[src/rtl/race_starter.sv]
// Initiator side of the start/done race handshake: runs ROUNDS request/release
// rounds, records per-round latency and flags a responder that stops answering.
module race_starter #(
  parameter int ROUNDS  = 4,
  parameter int TIMEOUT = 200,
  parameter int GAP     = 2,
  parameter int LAT_W   = 8
) (
  input  logic             clk,
  input  logic             rst_l,
  input  logic             go,
  input  logic             done,
  output logic             start,
  output logic             busy,
  output logic             finished,
  output logic             timeout_err,
  output logic [7:0]       round_cnt,
  output logic [LAT_W-1:0] last_lat,
  output logic [LAT_W-1:0] max_lat
);

  typedef enum logic [2:0] {
    S_IDLE = 3'd0,
    S_REQ  = 3'd1,
    S_REL  = 3'd2,
    S_GAP  = 3'd3,
    S_ERR  = 3'd4
  } state_t;

  localparam logic [LAT_W-1:0] TIMEOUT_L = LAT_W'(TIMEOUT);
  localparam logic [7:0]       ROUNDS_L  = 8'(ROUNDS);
  localparam logic [3:0]       GAP_LAST  = 4'(GAP - 1);

  state_t           state_reg, state_next;
  logic             start_reg, start_next;
  logic             busy_reg, busy_next;
  logic             finished_reg, finished_next;
  logic             err_reg, err_next;
  logic [7:0]       round_reg, round_next;
  logic [LAT_W-1:0] last_lat_reg, last_lat_next;
  logic [LAT_W-1:0] max_lat_reg, max_lat_next;
  // lat_cnt doubles as the stuck-high wait counter while in REL
  logic [LAT_W-1:0] lat_cnt_reg, lat_cnt_next;
  logic [3:0]       gap_cnt_reg, gap_cnt_next;

  logic [LAT_W-1:0] lat_inc;
  logic [7:0]       round_inc;

  assign lat_inc   = lat_cnt_reg + 1'b1;
  assign round_inc = round_reg + 8'd1;

  always_ff @(posedge clk or negedge rst_l) begin
    if (!rst_l) begin
      state_reg    <= S_IDLE;
      start_reg    <= 1'b0;
      busy_reg     <= 1'b0;
      finished_reg <= 1'b0;
      err_reg      <= 1'b0;
      round_reg    <= '0;
      last_lat_reg <= '0;
      max_lat_reg  <= '0;
      lat_cnt_reg  <= '0;
      gap_cnt_reg  <= '0;
    end else begin
      state_reg    <= state_next;
      start_reg    <= start_next;
      busy_reg     <= busy_next;
      finished_reg <= finished_next;
      err_reg      <= err_next;
      round_reg    <= round_next;
      last_lat_reg <= last_lat_next;
      max_lat_reg  <= max_lat_next;
      lat_cnt_reg  <= lat_cnt_next;
      gap_cnt_reg  <= gap_cnt_next;
    end
  end

  always_comb begin
    state_next    = state_reg;
    start_next    = start_reg;
    busy_next     = busy_reg;
    finished_next = 1'b0;
    err_next      = err_reg;
    round_next    = round_reg;
    last_lat_next = last_lat_reg;
    max_lat_next  = max_lat_reg;
    lat_cnt_next  = lat_cnt_reg;
    gap_cnt_next  = gap_cnt_reg;

    case (state_reg)
      S_IDLE, S_ERR: begin
        if (go) begin
          state_next   = S_REQ;
          start_next   = 1'b1;
          busy_next    = 1'b1;
          err_next     = 1'b0;
          round_next   = '0;
          max_lat_next = '0;
          lat_cnt_next = '0;
          gap_cnt_next = '0;
        end
      end

      S_REQ: begin
        // done is checked first so a response on the timeout edge still counts
        if (done) begin
          last_lat_next = lat_inc;
          if (lat_inc > max_lat_reg) max_lat_next = lat_inc;
          start_next    = 1'b0;
          lat_cnt_next  = '0;
          state_next    = S_REL;
        end else if (lat_inc == TIMEOUT_L) begin
          state_next   = S_ERR;
          start_next   = 1'b0;
          busy_next    = 1'b0;
          err_next     = 1'b1;
          lat_cnt_next = '0;
        end else begin
          lat_cnt_next = lat_inc;
        end
      end

      S_REL: begin
        if (!done) begin
          round_next   = round_inc;
          lat_cnt_next = '0;
          if (round_inc == ROUNDS_L) begin
            state_next    = S_IDLE;
            busy_next     = 1'b0;
            finished_next = 1'b1;
          end else if (GAP == 0) begin
            state_next = S_REQ;
            start_next = 1'b1;
          end else begin
            state_next   = S_GAP;
            gap_cnt_next = '0;
          end
        end else if (lat_inc == TIMEOUT_L) begin
          state_next   = S_ERR;
          busy_next    = 1'b0;
          err_next     = 1'b1;
          lat_cnt_next = '0;
        end else begin
          lat_cnt_next = lat_inc;
        end
      end

      S_GAP: begin
        if (gap_cnt_reg == GAP_LAST) begin
          state_next   = S_REQ;
          start_next   = 1'b1;
          lat_cnt_next = '0;
          gap_cnt_next = '0;
        end else begin
          gap_cnt_next = gap_cnt_reg + 4'd1;
        end
      end

      default: begin
        state_next    = S_IDLE;
        start_next    = 1'b0;
        busy_next     = 1'b0;
        finished_next = 1'b0;
        lat_cnt_next  = '0;
        gap_cnt_next  = '0;
      end
    endcase
  end

  assign start       = start_reg;
  assign busy        = busy_reg;
  assign finished    = finished_reg;
  assign timeout_err = err_reg;
  assign round_cnt   = round_reg;
  assign last_lat    = last_lat_reg;
  assign max_lat     = max_lat_reg;

endmodule

[config.mk]
export PLATFORM = sky130hd
export DESIGN_NAME = race_starter
export DESIGN_NICKNAME = d
export VERILOG_FILES = /design/src/rtl/race_starter.sv
export SDC_FILE = /design/constraint.sdc
export NUM_CORES = 1
export LEC_CHECK = 0
export CAP_MARGIN = 20
export CORE_MARGIN = 1.5
export CORE_UTILIZATION = 41
export CTS_BUF_LIST = sky130_fd_sc_hd__clkbuf_8
export DETAILED_ROUTE_END_ITERATION = 8
export GPL_ROUTABILITY_DRIVEN = 0
export PLACE_DENSITY_LB_ADDON = 0.12
export REMOVE_ABC_BUFFERS = 1
export SYNTH_ARGS = -nofsm -noshare
export SYNTH_HDL_FRONTEND = slang
export SYNTH_SLANG_ARGS = --single-unit
[constraint.sdc]
create_clock -name clk -period 4 [get_ports clk]
set_input_delay 0.8 -clock clk [delete_from_list [all_inputs] [get_ports clk]]
set_output_delay 0.8 -clock clk [all_outputs]
set_load 0.02 [all_outputs]
==> results of run 1 <==
## critical path, delay by kind of cell, from the launching register on
| family | cells | cell delay [ns] |
|---|---|---|
| AND/OR/NAND/NOR | 3 | 0.50 |
| buffers and inverters | 1 | 0.08 |
| flip-flops | 1 | 0.52 |
| multiplexers | 1 | 0.26 |
| adder cells (fa/ha/maj) | 2 | 0.65 |
| AO/OA/AOI/OAI | 2 | 0.74 |
| XOR/XNOR | 1 | 0.32 |
## logic make-up (layout without fill, tap and decap cells)
logic type	count (synthesis)	count (layout)	synth area share, %
AOI/OAI and AO/OA	65	65	17.68
muxes	9	9	3.700
xor gates and xnor gates	8	8	2.878
DFF	43	43	44.19
buffers and inverters	24	54	4.830
adders and majority gates	11	11	5.653
and+or+nand+nor	106	106	21.07
## layer usage
metal  vias to the layer above  routed length [um]  global-route usage (%)
met5                         -                   0                       0
met4                         0                  68                   5.345
met3                         6                 235                   3.636
met2                        43                2215                   24.62
met1                       969                2851                   29.35
li1                       1006                   -                       -
## cells in the final DEF, fill, tap and decap left out, types with 3 or more instances in the layout
cell,instances
clkdlybuf4s50_1,30
nand2_1,50
a21oi_1,8
nand2b_1,3
or3_1,4
a211oi_1,3
nor3_1,4
xor2_1,5
inv_1,16
nand3b_1,3
ha_1,11
and3_1,3
nand3_1,5
nor2_1,17
clkbuf_8,6
dfrtp_1,43
xnor2_1,3
a31oi_1,3
o31ai_1,3
o21ai_0,29
nand4_1,5
mux2i_1,9
## layout make-up
cell class                 instances  area, um2  share of cell area, %
timing repair buffer              31      305.3                  10.67
sequential                        43       1076                  37.62
clock buffer                       6      82.58                  2.887
inverter                          16      60.06                  2.100
clock inverter                     1      5.005                 0.1750
tap                               72      90.09                  3.150
multi-input combinational        199       1241                  43.39
## path summary, 6_finish.rpt
path                                 to  slack [ns]  depth (start not counted)
max                          max_lat[6]        0.84                         10
min                         last_lat[4]        0.48                          2
max reg2reg                  max_lat[6]        0.84                         10
min reg2reg                 last_lat[4]        0.48                          2
max in group asynchronous  state_reg[0]        2.74                          1
min in group asynchronous   last_lat[3]        0.66                          1
## stage by stage
stage | utilization (%) | hold slack (ns) | area [um2] | total power, mW
after CTS | 51.00 | 0.4854 | 2860 | 1.610
after global placement | 49.44 | 0.4712 | 2773 | 1.327
after detailed placement | 49.44 | 0.4705 | 2773 | 1.323
final | 51.00 | 0.4819 | 2860 | 1.598
after floorplan | - | 0.4501 | 2377 | 1.088
after global routing | 51.00 | 0.5062 | 2860 | 1.719
## power by group
group / total [mW] / internal (mW) / switching [mW]
Combinational: 0.701 / 0.297 / 0.404
Sequential: 0.613 / 0.511 / 0.102
Clock: 0.285 / 0.136 / 0.149
## synth_stat cells (2+ instances only)
cell type / number / area share [%]
inv_1: 16 / 2.5
nand2_1: 50 / 7.7
nor3_1: 4 / 0.82
a31oi_1: 3 / 0.77
a211oi_1: 3 / 0.92
a21o_1: 2 / 0.62
xor2_1: 5 / 1.8
mux2i_1: 9 / 3.7
nor2_1: 17 / 2.6
nand3b_1: 3 / 0.92
nand4_1: 5 / 1.3
xnor2_1: 3 / 1.1
nand3_1: 5 / 1.0
dfrtp_1: 43 / 44
or3_2: 2 / 0.62
o31ai_1: 3 / 0.92
ha_1: 11 / 5.7
nand2b_1: 3 / 0.77
a21oi_1: 8 / 1.6
o21ai_0: 29 / 6.0
clkbuf_8: 2 / 1.1
or3b_2: 2 / 0.72
clkbuf_1: 4 / 0.62
or3_1: 4 / 1.0
buf_4: 2 / 0.62
and3_1: 3 / 0.77
==> flow_summary.json, run 1 <==
{
  "crit_top_cell": "ha_1",
  "die_h_um": 80.06,
  "slowest_stage": "a311oi_4",
  "preCtsSetupSlack_ns": 0.8208,
  "cts_resized": 0,
  "cts_hold_buffers": 0,
  "grt_pass1_vias": 1764,
  "required_ns": 4.22,
  "fin_skew_ns": 0.008270,
  "reg2reg_from": "lat_cnt_reg[0]",
  "wl_um": 5370,
  "cpPeakStageDelay_ns": 0.63,
  "crit_path_start_kind": "flop",
  "drv_slew": 0,
  "dr.first_iter.drc_count": 155,
  "leakagePower_nw": 1.249,
  "tightest_slew_ns": 0.9822,
  "grt.overflow.total": 0,
  "rsz0062_at_grt": "no",
  "tns_ns": 0,
  "ant_nets": 0,
  "syn_area_um2": 2435,
  "clock-sinks": 43,
  "drcViolationCount": 0,
  "ys_warn_count": 0,
  "synthFlopType": "dfrtp_1",
  "hp-class": "flop to flop",
  "tritoncts.num_buffers": 5,
  "grt_max_degree": 44,
  "finalHoldViolations": 0,
  "syn_inst": 266,
  "num_rows": 27,
  "syn_area_per_cell_um2": 9.154,
  "path_cells": "ha_1 -> nand4_1 -> xor2_1 -> inv_1 -> ha_1 -> nand2_1 -> nor4_1 -> a2111oi_2 -> a311oi_4 -> mux2i_1",
  "dp_hpwl_um": 3859,
  "critPathMaxFanout": 9,
  "port_buffers": 31,
  "relSlewSlack_pct": 34.52,
  "setup-violations-final": 0,
  "postCtsSetupRepairBufs": 0,
  "die-area_um2": 6410,
  "ios": 32,
  "routedWlPerCell_um": 14.59,
  "firstDrtPassIters": 4,
  "worst_setup_path_end_kind": "flop",
  "clock_path_buffers": 2,
  "die_width_um": 80.06,
  "ys_async_sr_fraction_pct": 100.0,
  "htree_levels": 2,
  "areaGrowthSynthToFinish_pct": 17.47,
  "max_freq_mhz": 316.4,
  "vias": 2024,
  "fill_cells": 544,
  "powerDensity_nw_per_um2": 558.8,
  "setup_ws_ns": 0.8396,
  "dp.cells": 361,
  "clock_latency_ns": 0.30,
  "outcome": "completed",
  "vias_per_cell": 5.500,
  "clk_pin_slew_ns": 0.08,
  "antenna_found_initial": 0,
  "arrival_ns": 3.38,
  "synth.distinct_cells": 51,
  "cts_tree": "done",
  "grt_pass1_wl_um": 9059,
  "timing_worst_setup_path_type": "flop to flop",
  "cp-startpoint": "lat_cnt_reg[0]",
  "grtUsageTotal_pct": 18.41,
  "max_cap_viol_count": 0,
  "min-delay-start": "last_lat[4]",
  "core_area_um2": 5608,
  "synth-seq-cells": 43,
  "drive_gt1_share_pct": 6.419,
  "ir_drop_mv": 0.2692,
  "initial_utilization_pct": 43.42,
  "ys_seq_area_share_pct": 44.19,
  "timing.final.crit_share_pct": 79.01,
  "post-route-min-period_ns": 3.160,
  "clockRootBuffer": "clkbuf_8",
  "synth_edf_count": 0,
  "stdcell_count": 368,
  "n_antenna_cell": 0,
  "nets": 311
}
Note: power is estimated with default switching activity, not from simulation.
==> inputs of run 2 (changes only) <==
Clock period 4 ns to 3.22 ns, I/O delays scaled along.
==> run 2 against run 1 <==
First-iteration DRC count increased by 1.9%. Sequential share of layout area decreased by 0.55 points. Non-clock buffer count is 3 higher. Sequential cell count unchanged. Via count is 1.1% higher. Global-route usage grew 0.87 points. Clock power is 31% higher. Die area stayed put. Clock skew decreased by 0.0042 ns. Core utilization rose by 0.76 points. Setup slack worse by 0.55 ns. Design area rose by 1.5%. Highest routed layer unchanged.
==> flow_summary.json, run 2 (synthesis gave the netlist of run 1 again) <==
{
  "outcome": "completed",
  "setup-violations-final": 0,
  "grt_pass1_vias": 1854,
  "nets": 314,
  "die_h_um": 80.06,
  "comb_power_share_pct": 43.9,
  "grt_pass1_wl_um": 9404,
  "finalHoldViolations": 0,
  "n_antenna_cell": 0,
  "areaGrowthSynthToFinish_pct": 19.22,
  "routedWlPerCell_um": 14.75,
  "max_cap_viol_count": 0,
  "r2r_slack_ns": 0.29,
  "stdcell_count": 372,
  "pwr-share-seq_pct": 37.6,
  "dp.cells": 364,
  "slowest_stage": "dfrtp_1",
  "hold_depth": 2,
  "grt.overflow.total": 0,
  "port_buffers": 31,
  "preCtsSetupSlack_ns": 0.2362,
  "clock_path_buffers": 2,
  "r2r_cells": 12,
  "vias_per_cell": 5.500,
  "core_area_um2": 5608,
  "grtUsageTotal_pct": 19.28,
  "leakagePower_nw": 1.273,
  "swShare_pct": 40.13,
  "clock_latency_ns": 0.30,
  "min_to": "last_lat[1]",
  "timing_worst_setup_path_type": "flop to flop",
  "layout_commonest_cell": "nand2_1",
  "critPathMaxFanout": 9,
  "mostFrequentLayoutCells": "nand2_1, dfrtp_1, clkdlybuf4s50_1",
  "wl_um": 5488,
  "clkPwrFrac_pct": 18.5,
  "firstDrtPassIters": 4,
  "clk_pin_slew_ns": 0.08,
  "grt_max_degree": 44,
  "hp-class": "flop to flop",
  "clock-sinks": 43,
  "tightest_slew_ns": 0.9535,
  "cts_tree": "done",
  "dpl_cell_area_um2": 2795,
  "vias": 2046,
  "cp_num_buf_inv": 2,
  "ios": 32,
  "die_width_um": 80.06,
  "dr.first_iter.drc_count": 158,
  "ir_drop_mv": 0.4578,
  "rr_endpoint": "max_lat[4]",
  "setup_ws_ns": 0.2867,
  "antenna_found_initial": 0,
  "min-delay-start": "last_lat[1]",
  "p_switching_mw": 0.8094,
  "worst_setup_path_end_kind": "flop",
  "clockRootBuffer": "clkbuf_8",
  "required_ns": 3.44,
  "ant_nets": 0,
  "die-area_um2": 6410,
  "timing.final.crit_share_pct": 91.10,
  "num_rows": 27,
  "dp_hpwl_um": 3988,
  "post-route-min-period_ns": 2.933,
  "tns_ns": 0,
  "tritoncts.num_buffers": 5,
  "crit_path_start_kind": "flop",
  "reg2reg_from": "lat_cnt_reg[0]",
  "rsz0062_at_grt": "no",
  "path_cells": "nand3_2 -> nor2_1 -> nand3_1 -> xor2_2 -> inv_1 -> ha_1 -> nand2_1 -> nor4_1 -> a2111oi_2 -> a311oi_4 -> buf_4 -> mux2i_1",
  "htree_levels": 2,
  "initial_utilization_pct": 43.42,
  "cpPeakStageDelay_ns": 0.51,
  "power.total_mw": 2.017,
  "fin_skew_ns": 0.004058,
  "relSlewSlack_pct": 36.44,
  "drcViolationCount": 0,
  "drive_gt1_share_pct": 7.667,
  "max_freq_mhz": 340.9,
  "powerDensity_nw_per_um2": 694.8,
  "fill_cells": 544,
  "drv_slew": 0,
  "critPathTopFamily": "simple AND/OR/NAND/NOR gates",
  "arrival_ns": 3.15,
  "postCtsSetupRepairBufs": 0,
  "power.internal_mw": 1.207,
  "fin_area_um2": 2903
}
run 2: layer usage:
metal / vias up / GRT usage [%] / routed length [um]
li1: 1010 / - / -
met1: 984 / 30.07 / 2856
met2: 47 / 26.81 / 2329
met3: 5 / 3.750 / 235
met4: 0 / 5.172 / 66
met5: - / 0 / 0
run 2: power groups by stage:
stage               clock (mW)  combinational [mW]  sequential, mW
floorplan                    0               0.548           0.804
global placement             0               0.893           0.769
detailed placement           0               0.890           0.769
CTS                      0.388               0.891           0.759
global route             0.419               0.983           0.778
finish                   0.373               0.885           0.759
run 2: layout make-up:
type	instances	area, um2	area share (%)
Inverter	16	60.06	2.069
Multi-Input combinational cell	199	1249	43.02
Timing Repair Buffer	34	327.8	11.29
Tap cell	72	90.09	3.103
Clock inverter	1	3.754	0.1293
Sequential cell	43	1076	37.07
Clock buffer	7	96.34	3.319
run 2: how the worst max path moves through the flow:
stage,slack (ns),cells after the start,from,end
after floorplan,0.51,11,lat_cnt_reg[0],max_lat[0]
after global placement,0.38,12,lat_cnt_reg[0],max_lat[0]
final,0.29,12,lat_cnt_reg[0],max_lat[4]
after CTS,0.22,12,lat_cnt_reg[0],max_lat[4]
after global routing,0.08,12,lat_cnt_reg[0],max_lat[4]
after detailed placement,0.24,12,lat_cnt_reg[0],max_lat[4]
run 2: what timing repair did:
item,in CTS,in global routing
hold endpoints to repair,0,0
setup endpoints to repair,0,6
gates resized for setup,0,1
hold buffers,0,0
run 2: stage by stage:
step / hold WS, ns / utilization (%)
floorplan: 0.3484 / -
global placement: 0.4598 / 49.84
detailed placement: 0.4623 / 49.84
CTS: 0.4845 / 51.63
global route: 0.5030 / 51.76
finish: 0.4820 / 51.76
run 2: worst reg2reg max path, delay by kind of cell (launching register included):
| kind | cells | cell delay (ns) |
|---|---|---|
| buf+inv | 2 | 0.30 |
| simple gates | 5 | 0.86 |
| fa+ha+maj | 1 | 0.35 |
| mux | 1 | 0.21 |
| compound gates | 2 | 0.40 |
| xor+xnor | 1 | 0.23 |
| flops | 1 | 0.51 |
==> inputs of run 3 (changes only) <==
Settings changed: ABC_AREA set to 1.
==> run 3 against run 2 <==
Register-to-register slack better by 0.41 ns. Global-route usage is 0.37 points lower. Sequential share of layout area is 0.62 points higher. Area after synthesis is 1.6% lower. Clock-buffer cell count is 2 lower. Critical endpoint unchanged. Highest routed layer unchanged.
==> flow_summary.json, run 3 <==
{
  "crit_path_start_kind": "flop",
  "routed.top_layer": "met4",
  "dr.first_iter.drc_count": 174,
  "rsz0062_at_grt": "no",
  "n_antenna_cell": 0,
  "core_area_um2": 5574,
  "max_freq_mhz": 396.5,
  "relSlewSlack_pct": 34.67,
  "synth_top_cell_by_area": "dfrtp_1",
  "fin_area_um2": 2855,
  "tightest_slew_ns": 0.9800,
  "timing.final.crit_share_pct": 78.32,
  "clock_latency_ns": 0.29,
  "nets": 355,
  "syn_area_um2": 2396,
  "synth.most_common_cell": "nand2_1",
  "r2r_slack_ns": 0.70,
  "drv_slew": 0,
  "antenna_found_initial": 0,
  "postCtsSetupRepairBufs": 0,
  "clock-sinks": 43,
  "grt_pass1_wl_um": 9294,
  "wl_um": 5320,
  "grt.overflow.total": 0,
  "finalHoldViolations": 0,
  "outcome": "completed",
  "syn_inst": 304,
  "firstDrtPassIters": 5,
  "port_buffers": 31,
  "vias": 2038,
  "arrival_ns": 2.76,
  "synth-seq-cells": 43,
  "timing_worst_setup_path_type": "flop to flop",
  "yosys-top-cells-count": "nand2_1, inv_1, dfrtp_1",
  "syn_area_per_cell_um2": 7.882,
  "wl_met3_um": 182,
  "layout_commonest_cell": "nand2_1",
  "fin_skew_ns": 0.007273,
  "leakagePower_nw": 1.369,
  "cts_hold_buffers": 0,
  "powerDensity_nw_per_um2": 673.2,
  "ios": 32,
  "die-area_um2": 6312,
  "ys_async_sr_fraction_pct": 100.0,
  "areaGrowthSynthToFinish_pct": 19.16,
  "fill_cells": 555,
  "power.total_mw": 1.922,
  "ys_warn_count": 0,
  "routedWlPerCell_um": 12.94,
  "mostFrequentLayoutCells": "nand2_1, inv_1, dfrtp_1",
  "post-route-min-period_ns": 2.522,
  "num_rows": 27,
  "cts_resized": 0,
  "grtUsageTotal_pct": 18.91,
  "grt_max_degree": 44,
  "die_h_um": 79.45,
  "m1WireLength_um": 2828,
  "hp-class": "flop to flop",
  "vias_per_cell": 4.959,
  "multiInputGateArea_um2": 1120,
  "clock_path_buffers": 2,
  "synth_top_area_share_pct": 44.91,
  "critPathMaxFanout": 9,
  "clk_pin_slew_ns": 0.08,
  "seq_area_um2": 1076,
  "setup-violations-final": 0,
  "worst_setup_path_end_kind": "flop",
  "synthFlopType": "dfrtp_1",
  "cts_tree": "done",
  "dpl_cell_area_um2": 2783,
  "clockRootBuffer": "clkbuf_8",
  "synth_edf_count": 0,
  "synth.top_cells.by_area": "dfrtp_1, nand2_1, inv_1",
  "required_ns": 3.46,
  "dp_hpwl_um": 3914,
  "drive_gt1_share_pct": 6.785,
  "initial_utilization_pct": 42.99,
  "hold_slack_ns": 0.4847,
  "htree_levels": 2,
  "tns_ns": 0,
  "ys_seq_area_share_pct": 44.91,
  "tritoncts.num_buffers": 5,
  "grt_pass1_vias": 1966,
  "ir_drop_mv": 0.3318,
  "synth.distinct_cells": 30,
  "final_util_pct": 51.22,
  "max_cap_viol_count": 0,
  "dr_wl_met2_um": 2246,
  "drcViolationCount": 0,
  "ant_nets": 0,
  "die_width_um": 79.45
}
-- run 3: cell count changes in the layout (fill, tap and decap cells not counted), sizes merged, moves of 4 or more --
cell    change
inv        +35
nand3      +28
nand2      +19
nor2       +18
mux2i       -9
o21ai       -6
o22ai       +6
or3         -6
nand2b      -4
-- run 3: where the power goes --
group	total [mW]	internal [mW]	leakage, nW	switching, mW
clock	0.320	0.142	0.0413	0.178
sequential	0.705	0.626	0.584	0.0789
combinational	0.897	0.298	0.743	0.600
-- run 3: final timing paths --
kind | startpoint | to | cells after the start
worst max-delay path | lat_cnt_reg[0] | max_lat[4] | 17
worst min-delay path | last_lat[5] | last_lat[5] | 2
worst max register to register | lat_cnt_reg[0] | max_lat[4] | 17
worst min register to register | last_lat[5] | last_lat[5] | 2
max in group asynchronous | rst_l | round_cnt[7] | 1
min in group asynchronous | rst_l | max_lat[5] | 1
-- run 3: cell type report --
| cell class | instances | share of cell area, % |
|---|---|---|
| Tap cell | 72 | 3.155 |
| Clock buffer | 5 | 2.410 |
| Sequential cell | 43 | 37.69 |
| Inverter | 51 | 6.705 |
| Multi-Input combinational cell | 208 | 39.22 |
| Timing Repair Buffer | 31 | 10.69 |
| Clock inverter | 1 | 0.1315 |
-- run 3: routing by layer --
layer | GRT usage (%) | vias up
met3 | 3.771 | 6
li1 | - | 1042
met1 | 27.93 | 946
met5 | 0 | -
met4 | 4.737 | 0
met2 | 28.22 | 44
-- run 3: critical path, stage by stage (launching register included) --
cell and delay [ns]:
dfrtp_1 0.47, ha_1 0.24, nand2_1 0.09, inv_2 0.06
nand3_1 0.07, xor2_1 0.28, inv_1 0.10, ha_1 0.28
nand2_1 0.06, nor2_1 0.13, nand3_1 0.09, nor2_1 0.12
nor2_2 0.05, nand2_2 0.10, nand2_4 0.09, nand2_4 0.12
nand2_1 0.06, nand2_1 0.05
-- run 3: logic make-up (layout without fill, tap and decap cells) --
logic type,count (synthesis),in the layout,share of synthesized area [%]
AND/OR/NAND/NOR,148,148,27.89
buffers and inverters,53,88,8.355
flip-flops,43,43,44.91
AO/OA/AOI/OAI,40,40,9.504
adder cells (fa/ha/maj),11,11,5.744
XOR/XNOR,9,9,3.603
-- run 3: metrics by stage --
step / setup slack [ns] / std cells
floorplan: 0.9638 / 302
global placement: 0.8186 / 405
detailed placement: 0.7161 / 405
CTS: 0.6948 / 411
global route: 0.3692 / 411
finish: 0.6982 / 411
